--- src/rtl/conv_layer_sequencer.sv ---
// Layer sequencer for one 3x3 convolution engine: streams every input-channel plane,
// appends line-buffer flush pixels, waits for the engine's done, and walks ic/oc.
module conv_layer_sequencer #(
    parameter int unsigned DATA_WIDTH = 32,
    parameter int unsigned IMG_WIDTH  = 56,
    parameter int unsigned IMG_HEIGHT = 56,
    parameter int unsigned NUM_IN_CH  = 64,
    parameter int unsigned NUM_OUT_CH = 64,
    parameter int unsigned ADDR_WIDTH = 20
) (
    input  logic                  clk,
    input  logic                  reset,
    input  logic                  start,
    input  logic                  hold,
    output logic                  busy,
    output logic                  mem_rd_en,
    output logic [ADDR_WIDTH-1:0] mem_rd_addr,
    input  logic [DATA_WIDTH-1:0] mem_rd_data,
    output logic                  conv_valid_in,
    output logic [DATA_WIDTH-1:0] conv_data_in,
    input  logic                  conv_done,
    output logic [15:0]           cur_in_ch,
    output logic [15:0]           cur_out_ch,
    output logic                  first_in_ch,
    output logic                  last_in_ch,
    output logic                  ch_done,
    output logic                  layer_done
);

    localparam int unsigned PLANE = IMG_WIDTH * IMG_HEIGHT;
    localparam int unsigned PIX_W = $clog2(PLANE + 1);
    localparam int unsigned CH_W  = 16;

    typedef enum logic [2:0] {
        IDLE   = 3'd0,
        STREAM = 3'd1,
        FLUSH  = 3'd2,
        DRAIN  = 3'd3,
        NEXT   = 3'd4
    } state_e;

    state_e              state_q, state_d;
    logic [PIX_W-1:0]    pix_q, pix_d;
    logic [PIX_W-1:0]    flush_cnt_q, flush_cnt_d;
    logic [ADDR_WIDTH-1:0] base_q, base_d;
    logic [ADDR_WIDTH-1:0] rd_addr_q, rd_addr_d;
    logic [CH_W-1:0]     ic_q, ic_d;
    logic [CH_W-1:0]     oc_q, oc_d;
    logic                first_q, first_d;
    logic                last_q, last_d;
    logic                busy_q, busy_d;
    logic                rd_en_q, rd_en_d;
    logic                valid_q, valid_d;
    logic                sel_rd_q, sel_rd_d;
    logic                done_lat_q, done_lat_d;
    logic                ch_done_q, ch_done_d;
    logic                layer_done_q, layer_done_d;
    logic                done_seen;

    always_comb begin
        state_d      = state_q;
        pix_d        = pix_q;
        flush_cnt_d  = flush_cnt_q;
        base_d       = base_q;
        ic_d         = ic_q;
        oc_d         = oc_q;
        first_d      = first_q;
        last_d       = last_q;
        busy_d       = busy_q;
        ch_done_d    = 1'b0;
        layer_done_d = 1'b0;
        done_seen    = done_lat_q | conv_done;
        // A done pulse may beat the end of the flush; keep it until DRAIN consumes it.
        done_lat_d   = (state_q != IDLE) && done_seen;
        // Valid/select trail the read strobe by one cycle to line up with read data.
        valid_d      = rd_en_q | (state_q == FLUSH);
        sel_rd_d     = rd_en_q;

        unique case (state_q)
            IDLE: begin
                if (start) begin
                    state_d = STREAM;
                    ic_d    = '0;
                    oc_d    = '0;
                    pix_d   = '0;
                    base_d  = '0;
                    busy_d  = 1'b1;
                    first_d = 1'b1;
                    last_d  = (NUM_IN_CH == 1);
                end
            end
            STREAM: begin
                pix_d = pix_q + PIX_W'(1);
                if (pix_q == PIX_W'(PLANE - 1)) begin
                    state_d     = FLUSH;
                    flush_cnt_d = '0;
                end
            end
            FLUSH: begin
                flush_cnt_d = flush_cnt_q + PIX_W'(1);
                if (flush_cnt_q == PIX_W'(IMG_WIDTH)) begin
                    state_d = DRAIN;
                end
            end
            DRAIN: begin
                if (done_seen) begin
                    ch_done_d  = 1'b1;
                    done_lat_d = 1'b0;
                    state_d    = NEXT;
                end
            end
            NEXT: begin
                if (!hold) begin
                    if (ic_q != CH_W'(NUM_IN_CH - 1)) begin
                        ic_d    = ic_q + CH_W'(1);
                        base_d  = base_q + ADDR_WIDTH'(PLANE);
                        pix_d   = '0;
                        state_d = STREAM;
                        first_d = 1'b0;
                        last_d  = (ic_d == CH_W'(NUM_IN_CH - 1));
                    end else if (oc_q != CH_W'(NUM_OUT_CH - 1)) begin
                        oc_d    = oc_q + CH_W'(1);
                        ic_d    = '0;
                        base_d  = '0;
                        pix_d   = '0;
                        state_d = STREAM;
                        first_d = 1'b1;
                        last_d  = (NUM_IN_CH == 1);
                    end else begin
                        layer_done_d = 1'b1;
                        busy_d       = 1'b0;
                        state_d      = IDLE;
                    end
                end
            end
            default: state_d = IDLE;
        endcase

        rd_en_d   = (state_d == STREAM);
        rd_addr_d = rd_en_d ? (base_d + ADDR_WIDTH'(pix_d)) : '0;
    end

    always_ff @(posedge clk) begin
        if (reset) begin
            state_q      <= IDLE;
            pix_q        <= '0;
            flush_cnt_q  <= '0;
            base_q       <= '0;
            rd_addr_q    <= '0;
            ic_q         <= '0;
            oc_q         <= '0;
            first_q      <= 1'b0;
            last_q       <= 1'b0;
            busy_q       <= 1'b0;
            rd_en_q      <= 1'b0;
            valid_q      <= 1'b0;
            sel_rd_q     <= 1'b0;
            done_lat_q   <= 1'b0;
            ch_done_q    <= 1'b0;
            layer_done_q <= 1'b0;
        end else begin
            state_q      <= state_d;
            pix_q        <= pix_d;
            flush_cnt_q  <= flush_cnt_d;
            base_q       <= base_d;
            rd_addr_q    <= rd_addr_d;
            ic_q         <= ic_d;
            oc_q         <= oc_d;
            first_q      <= first_d;
            last_q       <= last_d;
            busy_q       <= busy_d;
            rd_en_q      <= rd_en_d;
            valid_q      <= valid_d;
            sel_rd_q     <= sel_rd_d;
            done_lat_q   <= done_lat_d;
            ch_done_q    <= ch_done_d;
            layer_done_q <= layer_done_d;
        end
    end

    assign busy          = busy_q;
    assign mem_rd_en     = rd_en_q;
    assign mem_rd_addr   = rd_addr_q;
    assign conv_valid_in = valid_q;
    assign conv_data_in  = (valid_q && sel_rd_q) ? mem_rd_data : '0;
    assign cur_in_ch     = ic_q;
    assign cur_out_ch    = oc_q;
    assign first_in_ch   = first_q;
    assign last_in_ch    = last_q;
    assign ch_done       = ch_done_q;
    assign layer_done    = layer_done_q;

endmodule

--- config.mk ---
export PLATFORM = sky130hd
export DESIGN_NAME = conv_layer_sequencer
export DESIGN_NICKNAME = d
export VERILOG_FILES = /design/src/rtl/conv_layer_sequencer.sv
export SDC_FILE = /design/constraint.sdc
export NUM_CORES = 1
export LEC_CHECK = 0
export ABC_AREA = 1
export BUFFER_PORTS_ARGS = -buffer_cell sky130_fd_sc_hd__buf_2
export CAP_MARGIN = 30
export CORE_MARGIN = 1.5
export CORE_UTILIZATION = 39
export DETAILED_ROUTE_END_ITERATION = 12
export GPL_TIMING_DRIVEN = 0
export HOLD_SLACK_MARGIN = 0.06
export MAX_ROUTING_LAYER = met4
export SYNTH_ARGS = -nofsm -noshare
export SYNTH_HDL_FRONTEND = slang
export SYNTH_SLANG_ARGS = --single-unit
export TNS_END_PERCENT = 20
--- constraint.sdc ---
create_clock -name clk -period 4.1 [get_ports clk]
set_input_delay 0.41 -clock clk [delete_from_list [all_inputs] [get_ports clk]]
set_output_delay 0.41 -clock clk [all_outputs]
set_load 0.01 [all_outputs]
==> flow_metrics.tcl <==
set metrics [dict create \
    grt_usage_pct 20.0 \
    syn-num-nets 1042 \
    slew_headroom_pct 53.1 \
    cap_violations 0 \
    startpoint "cur_in_ch[1]" \
    period_share_pct 91.6 \
    postRouteAntennaNets 0 \
    max_freq_mhz 266 \
    multiInputGateArea_um2 3590 \
    nFillCells 1727 \
    whs_ps 441 \
    drive_gt1_share_pct 18.9 \
    hold_viol_final 0 \
    hold_path.startpoint "conv_done" \
    worst_slew_pin_slew_ps 703 \
    powerDensity_nw_per_um2 282 \
    die_w_um 132 \
    ys_warn_count 0 \
    cts_tree "done" \
    synth_cell_types 59 \
    synth_edf_count 0 \
    cp-start-kind "register" \
    avgSynthCellArea_um2 6.60 \
    h-tree-depth 3 \
    dp_hpwl_um 13200 \
    die_area_um2 17500 \
    synth_flop_cell "dfxtp_1" \
    totalWireLength_um 17100 \
    worstPathMaxFanout 9 \
    die_height_um 132 \
    drc_errors 0 \
    synthToLayoutAreaGrowth_pct 18.8 \
    grt_max_degree 17 \
    cp.required_ps 4360 \
    wl_per_cell_um 12.7 \
    vdd_drop_max_uv 189 \
    initial_core_util_pct 39.5 \
    regArea_um2 2160 \
    dr.pass1.iters 7 \
    gp_congestion 0.914 \
    viasPerCell 4.84 \
    clockRootBuffer "clkbuf_16" \
    synth.yosys.seq_area_share_pct 33.2 \
    ys_ff_latch 108 \
    cts_hold_buf 0 \
    final_max_slew_viol_count 0 \
    grt_pass1_wl_um 27600 \
    cts-buffers-inserted 9 \
    drt-initial-drc-count 317 \
    via_count 6517 \
    r2r_start "cur_in_ch[1]" \
    criticalPathCategory "reg2reg" \
    async_flop_share_pct 0 \
    clk_latency_ps 360 \
    setup_tns_ps 0 \
    antenna_cells 0 \
    port_buffers 125 \
    cts_buffer_depth 2 \
    clk_pin_slew_ps 70 \
    grt_pass1_vias 5658 \
    rsz0062_at_grt "no" \
    finalSetupViolCount 0 \
    hold_path_class "in2reg" \
    cts_sinks 108 \
    synth.cell_area_um2 6500 \
    fin_worst_skew_ps 12.8 \
    design.portCount 128 \
    period_minus_slack_ps 3760 \
    status "finished, final reports clean" \
    gr-total-overflow 0 \
    coreArea_um2 16500 \
    critPathArrivalTime_ps 4010 \
    cp-end-kind "register" \
    power.leakage_nw 3.74 \
    finalNetCount 1178 \
    rows 47 \
    postSynthCellCount 985 \
    antenna_found_initial 0 \
]
-- cell families after synthesis --
family / after synthesis / share of synthesized area (%)
adders and majority gates: 20 / 3.96
and+or+nand+nor: 483 / 33.9
AOI/OAI and AO/OA: 165 / 14.6
buffers and inverters: 189 / 11.6
DFF: 108 / 33.2
xor gates and xnor gates: 20 / 2.69
-- layout make-up --
cell class / count / share of cell area [%]
Clock inverter: 4 / 0.939
Sequential cell: 108 / 28.0
Tap cell: 220 / 3.56
Buffer: 22 / 1.62
Clock buffer: 12 / 3.19
Multi-Input combinational cell: 688 / 46.5
Inverter: 167 / 8.16
Timing Repair Buffer: 125 / 8.09
-- cell usage after synthesis, types with 6 or more instances --
cell | n | area (um2)
nand2_1 | 200 | 751
inv_1 | 153 | 574
xor2_1 | 15 | 131
a211oi_1 | 6 | 45.0
nor2_1 | 126 | 473
nand4_1 | 11 | 68.8
a21oi_1 | 81 | 405
or2_2 | 6 | 37.5
o21ai_0 | 40 | 200
nor2_2 | 9 | 56.3
nand2_2 | 6 | 37.5
nand3_1 | 68 | 340
o21ai_2 | 6 | 52.6
nor3_1 | 26 | 130
clkbuf_1 | 11 | 41.3
dfxtp_1 | 108 | 2160
ha_1 | 19 | 238
inv_2 | 9 | 33.8
-- sequential cells by signal, summed over array words and instances, names as in the netlist, 3 cells and up --
name,cells
base_q,20
cur_in_ch,16
cur_out_ch,16
flush_cnt_q,12
mem_rd_addr,20
pix_q,12
state_q,3
-- worst max-delay path, stage by stage, from the launching register on --
cell	delay, ps
dfxtp_1	400
ha_2	240
nand3_4	130
nor3_4	210
nand2_4	130
or2_4	290
nand2_4	90
nand2_4	80
nand2_4	110
nor2_1	60
a21oi_1	190
ha_1	200
inv_1	60
fa_1	400
inv_1	70
nand3_1	70
nand2_2	140
nand3_1	80
nand3_1	160
nand3_2	120
nor2_2	170
xor2_1	170
nor2_1	50
-- power breakdown --
group / switching, mW / internal, mW / leakage [nW]
Clock: 0.397 / 0.552 / 0.153
Sequential: 0.00653 / 1.06 / 0.872
Combinational: 0.110 / 0.0536 / 2.72
Total: 0.513 / 1.66 / 3.74
-- stage by stage --
stage               util, %  cell area [um2]  cells  setup WS [ps]  total power [mW]
floorplan                 -             6500    985            715              1.19
global placement       45.0             7410   1330            210              1.25
detailed placement     45.0             7410   1330            200              1.25
CTS                    46.9             7720   1346            170              2.20
global route           46.9             7730   1346           30.7              2.26
finish                 46.9             7730   1346            344              2.18
-- placed cells by master (no fill, tap or decap), drive strengths merged, types with 5 or more instances in the layout --
master,netlist,final
a211oi,6,6
a21oi,83,83
buf,10,135
clkbuf,12,24
clkinv,4,5
dfxtp,108,108
ha,19,19
inv,163,163
nand2,211,211
nand3,73,73
nand4,11,11
nor2,138,138
nor3,30,30
nor4,5,5
o21ai,48,48
or2,7,7
xnor2,5,5
xor2,15,15
-- timing repair --
item | CTS | global route
endpoints found under the setup margin | 0 | 4
gates resized for setup | 0 | 3
buffers inserted | 0 | 0
-- per-layer routing --
layer	vias up	wire length (um)	part of all wire (%)	global-route usage, %
met2	137	7820	46	30.9
li1	3438	-	-	-
met4	0	216	1.3	6.36
met3	14	664	3.9	2.50
met5	-	0	0	-
met1	2928	8390	49	27.2
-- path summary, 6_finish.rpt --
check	to	slack, ps	cells after the start
worst max-delay path	mem_rd_addr[16]	340	22
worst min-delay path	done_lat_q	440	3
worst max register to register	mem_rd_addr[16]	340	22
worst min register to register	base_q[0]	450	2
(Power assumes the default switching activity.)
